==> config.mk <==
export PLATFORM = sky130hd
export DESIGN_NAME = cache_reader
export DESIGN_NICKNAME = d
export VERILOG_FILES = /design/src/rtl/cache_reader.sv
export SDC_FILE = /design/constraint.sdc
export NUM_CORES = 1
export LEC_CHECK = 0
export CAP_MARGIN = 20
export CORE_UTILIZATION = 51
export CTS_CLUSTER_DIAMETER = 120
export DETAILED_ROUTE_END_ITERATION = 10
export PLACE_DENSITY_LB_ADDON = 0.2
export SYNTH_ARGS = -nofsm -noshare
export SYNTH_HDL_FRONTEND = slang
export SYNTH_SLANG_ARGS = --single-unit
==> constraint.sdc <==
create_clock -name clk -period 2.32 [get_ports clk]
set_input_delay 0.232 -clock clk [delete_from_list [all_inputs] [get_ports clk]]
set_output_delay 0.232 -clock clk [all_outputs]
set_load 0.02 [all_outputs]
==> src/rtl/cache_reader.sv <==
`timescale 1ns/1ps
`default_nettype none
// ============================================================================
//  Module   : cache_reader
//  Purpose  : Streams one frame of 2^ADDR_W words out of a frame memory in
//             linear or bit-reversed address order over a valid/ready port.
//             A 2-entry output buffer plus one cycle of read latency lets the
//             block sustain one beat per clock while honouring backpressure.
//  Revision : 1.0  initial release
// ============================================================================
module cache_reader #(
  parameter int ADDR_W = 12,
  parameter int DATA_W = 16
) (
  input  logic              clk,
  input  logic              rst_n,
  input  logic              start,
  input  logic              bit_rev,
  output logic [ADDR_W-1:0] mem_read_adr,
  output logic              mem_rd_en,
  input  logic [DATA_W-1:0] mem_read_data,
  output logic [DATA_W-1:0] m_data,
  output logic              m_valid,
  input  logic              m_ready,
  output logic              m_last,
  output logic              busy,
  output logic              done
);

  // State encoding
  localparam logic [1:0] c_ST_IDLE  = 2'd0;
  localparam logic [1:0] c_ST_READ  = 2'd1;
  localparam logic [1:0] c_ST_DRAIN = 2'd2;

  // Highest frame index and increment constant
  localparam logic [ADDR_W-1:0] c_LAST_IDX = {ADDR_W{1'b1}};
  localparam logic [ADDR_W-1:0] c_IDX_ONE  = {{(ADDR_W-1){1'b0}}, 1'b1};

  // Control state
  logic [1:0]        r_state;
  logic [1:0]        w_state_nxt;
  logic              r_bit_rev;
  logic [ADDR_W-1:0] r_idx;
  logic [ADDR_W-1:0] w_rev_idx;

  // Read pipeline: one read may be outstanding against the memory
  logic              r_inflight;
  logic              r_inflight_last;

  // 2-entry output FIFO
  logic [DATA_W-1:0] r_buf_data [2];
  logic [1:0]        r_buf_last;
  logic              r_wr_ptr;
  logic              r_rd_ptr;
  logic [1:0]        r_count;
  logic              r_done;

  // Handshake / issue decisions
  logic              w_valid;
  logic              w_pop;
  logic              w_issue;
  logic              w_issue_last;
  logic              w_frame_end;
  logic              w_start_frame;

  // Bit-reversed view of the index: bit k maps to bit ADDR_W-1-k
  for (genvar k = 0; k < ADDR_W; k++) begin : g_rev
    assign w_rev_idx[k] = r_idx[ADDR_W-1-k];
  end

  assign w_valid       = (r_count != 2'd0);
  assign w_pop         = w_valid & m_ready;
  assign w_start_frame = (r_state == c_ST_IDLE) & start;

  // A read is allowed only while the buffer can still absorb it, counting
  // the read already in flight and any entry leaving this cycle. Compared
  // as count + inflight < 2 + pop to stay in unsigned arithmetic.
  assign w_issue      = (r_state == c_ST_READ) &&
                        (({1'b0, r_count} + {2'b00, r_inflight}) < (3'd2 + {2'b00, w_pop}));
  assign w_issue_last = w_issue & (r_idx == c_LAST_IDX);

  // The frame ends with the beat that carries the last index
  assign w_frame_end  = (r_state == c_ST_DRAIN) & w_pop & r_buf_last[r_rd_ptr];

  // Address follows the index in the order latched at start
  assign mem_read_adr = r_bit_rev ? w_rev_idx : r_idx;

  // Stream port is driven straight from the buffer head so it holds
  // steady while the sink stalls
  assign m_data  = r_buf_data[r_rd_ptr];
  assign m_valid = w_valid;
  assign m_last  = w_valid & r_buf_last[r_rd_ptr];
  assign done    = r_done;

  // State register
  always_ff @(posedge clk or negedge rst_n) begin
    if (!rst_n) begin
      r_state <= c_ST_IDLE;
    end else begin
      r_state <= w_state_nxt;
    end
  end

  // Next-state decision
  always_comb begin
    w_state_nxt = r_state;
    case (r_state)
      c_ST_IDLE:  if (start)        w_state_nxt = c_ST_READ;
      c_ST_READ:  if (w_issue_last) w_state_nxt = c_ST_DRAIN;
      c_ST_DRAIN: if (w_frame_end)  w_state_nxt = c_ST_IDLE;
      default:                      w_state_nxt = c_ST_IDLE;
    endcase
  end

  // State-decoded outputs
  always_comb begin
    busy      = 1'b0;
    mem_rd_en = 1'b0;
    case (r_state)
      c_ST_READ: begin
        busy      = 1'b1;
        mem_rd_en = w_issue;
      end
      c_ST_DRAIN: begin
        busy      = 1'b1;
      end
      default: begin
        busy      = 1'b0;
        mem_rd_en = 1'b0;
      end
    endcase
  end

  // Frame index and order select: latched at start, stepped on each read
  always_ff @(posedge clk or negedge rst_n) begin
    if (!rst_n) begin
      r_idx     <= '0;
      r_bit_rev <= 1'b0;
    end else if (w_start_frame) begin
      r_idx     <= '0;
      r_bit_rev <= bit_rev;
    end else if (w_issue) begin
      r_idx     <= r_idx + c_IDX_ONE;
    end
  end

  // Track the read whose data lands on the next edge, with its last-index tag
  always_ff @(posedge clk or negedge rst_n) begin
    if (!rst_n) begin
      r_inflight      <= 1'b0;
      r_inflight_last <= 1'b0;
    end else begin
      r_inflight      <= w_issue;
      r_inflight_last <= w_issue_last;
    end
  end

  // Output FIFO: capture returning read data, retire entries on each beat
  always_ff @(posedge clk or negedge rst_n) begin
    if (!rst_n) begin
      for (int i = 0; i < 2; i++) begin
        r_buf_data[i] <= '0;
      end
      r_buf_last <= 2'b00;
      r_wr_ptr   <= 1'b0;
      r_rd_ptr   <= 1'b0;
      r_count    <= 2'd0;
    end else begin
      if (r_inflight) begin
        r_buf_data[r_wr_ptr] <= mem_read_data;
        r_buf_last[r_wr_ptr] <= r_inflight_last;
        r_wr_ptr             <= ~r_wr_ptr;
      end
      if (w_pop) begin
        r_rd_ptr <= ~r_rd_ptr;
      end
      r_count <= r_count + {1'b0, r_inflight} - {1'b0, w_pop};
    end
  end

  // Completion pulse in the cycle after the last beat
  always_ff @(posedge clk or negedge rst_n) begin
    if (!rst_n) begin
      r_done <= 1'b0;
    end else begin
      r_done <= w_frame_end;
    end
  end

endmodule
`default_nettype wire

== Word-level counts from Yosys, hierarchy flattened ==
Cells that the tools add are included.
W data, S select, Z words.

* Register bits after elaboration: 56
* Input bits: 21
* Output and inout bits: 33
* Word-level logic and storage cells: 68

* Add/sub/neg operators: 5
* Magnitude comparators: 7
* Equal/unequal tests: 6
* Mux-type cells: 20
* Bitwise gates (word level): 10
* Reductions and logical operators: 8

{| class="wikitable"
|+ Operator list
! cell !! count
|-
| $mux W16 || 4
|-
| $mux W12 || 3
|-
| $bwmux W32 || 1
|-
| $demux W16 S1 || 1
|-
| $add A12 B1 Y12 const B || 1
|-
| $eq A12 B12 Y1 const B || 1
|-
| $and A1 B1 Y1 || 6
|-
| $mux W2 || 3
|-
| $ne A2 B2 Y1 const B || 3
|-
| $pmux W2 S3 || 1
|-
| $mux W1 || 5
|-
| $ge A2 B2 Y1 const B || 2
|-
| $lt A1 B2 Y1 const B || 2
|-
| $not A1 Y2 || 2
|-
| $reduce_bool A2 Y1 || 2
|-
| $add A2 B1 Y3 || 1
|-
| $add A2 B1 Y3 const A || 1
|-
| $logic_and A1 B1 Y1 || 3
|-
| $lt A3 B3 Y1 || 1
|-
| $reduce_and A3 Y1 || 1
|-
| $add A2 B1 Y2 || 1
|-
| $bwmux W2 || 1
|-
| $eq A2 B1 Y1 const B || 1
|-
| $eq A2 B2 Y1 const B || 1
|-
| other kinds (7) || 8
|}

== Logic depth before layout (Yosys ltp) ==
* Depth in word-level cells: 8
* Gate-level depth with buffers: 7
* Gate-level depth less buffers: 7

== Least setup slack after synthesis ==
No wires, ideal clock.

* Kind: flip-flop to flip-flop
* Start: register r_inflight
* End: register r_state[0]
* Library setup time: 125 ps
* Data arrival time: 1894 ps
* Required time: 2195 ps
* Path slack: 301 ps
* Stages on the path, launching flop included: 8
* Path buffers: 0
* Period minus slack after synthesis: 2019 ps
* Path through: dfrtp_1 ha_1 ha_1 and2b_4 and4_4 nand4_1 a21oi_1 mux2_2

* Word-level cells in the longest chain between the ends: 6

{| class="wikitable"
|+ RTL lines
! element !! RTL line !! source
|-
| from (decl) || 47 || <nowiki>logic r_inflight;</nowiki>
|-
| from (signal assigned) || 153 || <nowiki>r_inflight <= w_issue;</nowiki>
|-
| $add A2 B1 Y3 || 79 || <nowiki>(({1'b0, r_count} + {2'b00, r_inflight}) < (3'd2 + {2'b00, w_pop}));</nowiki>
|-
| $lt A3 B3 Y1 || 79 ||
|-
| $logic_and A1 B1 Y1 || 78 || <nowiki>assign w_issue = (r_state == c_ST_READ) &&</nowiki>
|-
| $and A1 B1 Y1 || 80 || <nowiki>assign w_issue_last = w_issue & (r_idx == c_LAST_IDX);</nowiki>
|-
| $ne A2 B2 Y1 (no line) || -- ||
|-
| $reduce_and A3 Y1 (no line) || -- ||
|-
| to (signal assigned) || 98 || <nowiki>r_state <= c_ST_IDLE;</nowiki>
|-
| to (signal assigned) || 100 || <nowiki>r_state <= w_state_nxt;</nowiki>
|-
| to (decl) || 40 || <nowiki>logic [1:0] r_state;</nowiki>
|}

No other way between the ends.
A chain may end at the register's enable or synchronous reset.

== Worst setup path in the final report ==
* Start: register r_rd_ptr
* End: output port m_data[6]

* Word-level cells in the longest chain between the ends: 4

{| class="wikitable"
|+ RTL lines
! element !! RTL line !! source
|-
| from (decl) || 54 || <nowiki>logic r_rd_ptr;</nowiki>
|-
| from (signal assigned) || 175 || <nowiki>r_rd_ptr <= ~r_rd_ptr;</nowiki>
|-
| $not A1 Y2 (not written as such) || 90 || <nowiki>assign m_data = r_buf_data[r_rd_ptr];</nowiki>
|-
| $mux W16 (not written as such) (3 in series) || 90 ||
|-
| to (decl) || 22 || <nowiki>output logic [DATA_W-1:0] m_data,</nowiki>
|}

No other way between the ends. The select of a mux whose other input is x is not followed.

==> flow_results.org <==
** Status
- Run status :: completed

** Min path
- HP Class :: in -> async

** Yosys
- Number of enable flip-flop cells after synthesis :: 0
- Area fraction of the dominant cell type after synthesis :: 51.7%
- Total of warnings raised by yosys :: 0
- Post-synth design cell area :: 2710 sq um
- Synthesis inferred 56 register bits.
- Distinct cell type count of the synthesized netlist :: 27
- Sorting the synthesized cells by area gives the leading types as dfrtp_1, mux2_2, ha_1, xor2_1, nor2_1.
- Synthesis produced 213 cells.
- Post-Syn Area per Cell :: ~13 sq um
- Fraction of registers with async set/reset :: between 90% and 100%
- Post-Syn Nets :: around 240
- For this run, the register share of the synthesized area comes to 51.7%.
- The most used flip-flop cell after synthesis is dfrtp_1.
- Yosys top cell by area :: dfrtp_1

** Clock tree
- Num CTS Buffers :: 5
- Clock-pin slew was measured on the worst setup and hold paths at roughly 0.09 ns.
- TritonCTS built the clock tree.
- Number of buffers inserted to repair setup after CTS :: 0
- Worst-Skew Late Latency :: ~0.3 ns
- Number of buffers on the longest clock path :: 2
- The tree built by TritonCTS fans out to between 50 and 60 sinks.
- The clock tree synthesis step divided the H-tree into 2 levels.
- The tree is rooted in a clkbuf_8.

** Layout
- Post-route cell area :: between 3000 and 4000 sq um
- The top cell types in the final layout, fill and taps aside, are mux2_2, dfrtp_1, clkdlybuf4s50_1.
- Nets :: just over 300
- Diode count :: 0
- The library cell used most frequently in the layout, excluding fill and tap cells, is mux2_2.
- Of the cells placed in the final design, the portion with a size suffix greater than 1 is between 30% and 40%.
- Post-route core utilization :: between 60 and 70%
- Synth-to-Final Area Change :: 28.7%

** GRT
- The first global-routing pass estimated roughly 8400 microns of wire.
- Gr ovfl total :: 0
- The initial antenna violation count was 0.
- Entering global routing, the biggest net connects 30 pins.
- The via count of the first global-routing pass came to around 1,800.
- Global routing used 20.2% of the available tracks across all layers.

** Power and ir drop
- Clk network pwr share :: 13.7%
- The share of total power dissipated in sequential elements is between 30% and 40%.
- Total leakage power :: roughly 1.5 nW
- For this design the total switching power over the nets is ~1.6 mW.
- Power density relative to cell area :: 1300 nW/um^2
- Peak supply drop :: 0.717 mV
- Combinational group share of total power :: ~50%
- Internal power contribution :: between 2 and 3 mW
- Net switching is a little over a third of the power.

** Worst setup path
- The startpoint identified for the worst register-to-register timing path is r_inflight$_DFF_PN0_.
- The number of cells on the worst reg-to-reg path is 7.
- The kind of cell with the highest combined delay along the critical path is buffers and inverters.
- Worst path required time :: ~2.1 ns
- On the worst path, the slowest cell contributes a delay of between 0.5 and 0.6 ns.
- In this run the register-to-register setup slack is roughly 0.15 ns.
- Worst Path Buf+Inv :: 2
- Data on the critical path arrives at its endpoint at between 1.5 and 2 ns.
- Walking the worst path, the cells encountered are buf_4 > mux2_2 > clkdlybuf4s50_1.
- Endpoint of the lowest-slack register-to-register path :: r_state[0]$_DFFE_PN0P_
- Element type at the critical path end :: primary output
- Critical path startpoint category :: flip-flop
- Along the worst path, the maximum fanout reaches 8.
- For this design, the slowest cell found on the critical path is clkdlybuf4s50_1.
- The setup path with the least slack is of type reg -> out.

** Die
- 54 I/O pins were placed.
- Core Box Area :: between 5000 and 6000 sq um
- The die covers 5610 sq um.
- Vertical extent of the die :: ~75 microns
- Effective utilization at floorplan :: about 53%
- Placement row count :: 26
- The die is about 75 microns wide.

** Placed design
- Final weighted congestion in routability-driven placement :: 0.779
- Before CTS, the worst setup slack after placement is about 0.16 ns.
- Buffers placed on the I/O ports in this run total between 50 and 60.
- Detail Placement HPWL :: around 3700 microns
- In this run the cell area measured after placement is about 3400 sq um.

** Timing
- The number of endpoints with negative hold slack in the final report is 0.
- The worst path uses 95.0% of the clock period.
- Static timing analysis puts the maximum clock frequency at between 400 and 500 MHz.
- Relative slew slack :: 56.6%
- Slew Viols, Final :: 0
- Setup violations remaining at the end of the flow were counted as 0.
- The worst path needs between 2 and 2.5 ns of the cycle, external delays included.
- Setup repair after global routing left no endpoint under its margin.
- Final setup TNS :: 0 ns
- At the pin with the least slew margin, the transition time is approximately 0.65 ns.
- Worst Skew :: 0.00657 ns
- Once routing completed, OpenROAD measured the worst setup slack at 0.117 ns.

** Routing
- In the routed design, unresolved DRC markers number 0.
- Total Routed Length :: roughly 5100 microns
- Detailed Route Iter0 Violations :: 77
- After detailed routing, the average wire length per cell comes to around 15 microns.
- Total vias in the final route :: 1,764
- Post-DRT Antenna Nets :: 0
- The first detailed-routing pass took 4 iterations.
- Dividing the detail-routed via count by the number of cells gives a little over 5.

** Job
- MaxCap Viol Count :: 0
[per-stage QoR]
step	hold WS [ns]	cells	total power [mW]
after floorplan	-0.0636	213	3.07
after global placement	0.294	336	3.88
after detailed placement	0.297	336	3.96
after CTS	0.493	345	4.58
after global routing	0.522	345	4.84
final	0.490	345	4.52
[synth_stat cells (all sizes together), types with 3 or more instances]
cell,count
a21oi,3
buf,6
dfrtp,56
ha,9
inv,10
mux2,63
nand2,6
nand3,8
nand4,4
nor2,14
o21ai,7
xnor2,3
xor2,11
[registers in the layout, summed over array words and instances, names as in the netlist]
signal	count
r_inflight_last	1
done	1
r_inflight	1
r_buf_data	32
r_buf_last	2
r_wr_ptr	1
r_count	2
r_state	2
r_rd_ptr	1
r_bit_rev	1
r_idx	12
[area by class of cell]
| class | instances | area, sq um |
|---|---|---|
| Clock buffer | 6 | 72.6 |
| Clock inverter | 2 | 35.0 |
| Fill cell | 417 | 1620 |
| Inverter | 10 | 37.5 |
| Multi-Input combinational cell | 139 | 1230 |
| Sequential cell | 56 | 1400 |
| Tap cell | 70 | 87.6 |
| Timing Repair Buffer | 62 | 619 |
[what timing repair did]
item | in CTS | in global routing
gates resized for setup | 1 | 0
setup endpoints to repair | 1 | 0
hold endpoints to repair | 27 | 0
hold buffers | 1 | 0
[worst max-delay path by stage]
stage,startpoint,endpoint,cells after the start
floorplan,r_inflight$_DFF_PN0_,r_state[0]$_DFFE_PN0P_,7
global placement,r_inflight$_DFF_PN0_,r_state[0]$_DFFE_PN0P_,7
detailed placement,r_inflight$_DFF_PN0_,r_state[0]$_DFFE_PN0P_,7
CTS,r_rd_ptr$_DFFE_PN0P_,m_data[10],3
global route,r_inflight$_DFF_PN0_,r_state[0]$_DFFE_PN0P_,7
finish,r_rd_ptr$_DFFE_PN0P_,m_data[6],3
[cell families after synthesis]
logic type	share of synthesized area, %
AOI/OAI and AO/OA	2.26
DFF	51.7
adders and majority gates	4.16
and+or+nand+nor	8.03
xor gates and xnor gates	4.52
muxes	26.5
buffers and inverters	2.77
[per-layer routing]
layer  part of all wire (%)  wire, microns  vias up  global-route usage [%]
met5                      0              0        -                       0
met4                   0.67             34        0                    5.66
met3                    4.7            240        4                    4.69
met2                     50           2530       41                    35.5
met1                     44           2240      862                    25.0
li1                       -              -      857                       -
[power by group through the flow]
stage	registers [mW]	logic [mW]	clock network (mW)
floorplan	1.52	1.55	0
finish	1.61	2.29	0.620
CTS	1.61	2.32	0.642
global route	1.67	2.48	0.688
detailed placement	1.64	2.32	0
global placement	1.61	2.27	0
Power figures use the tool's default switching activity.
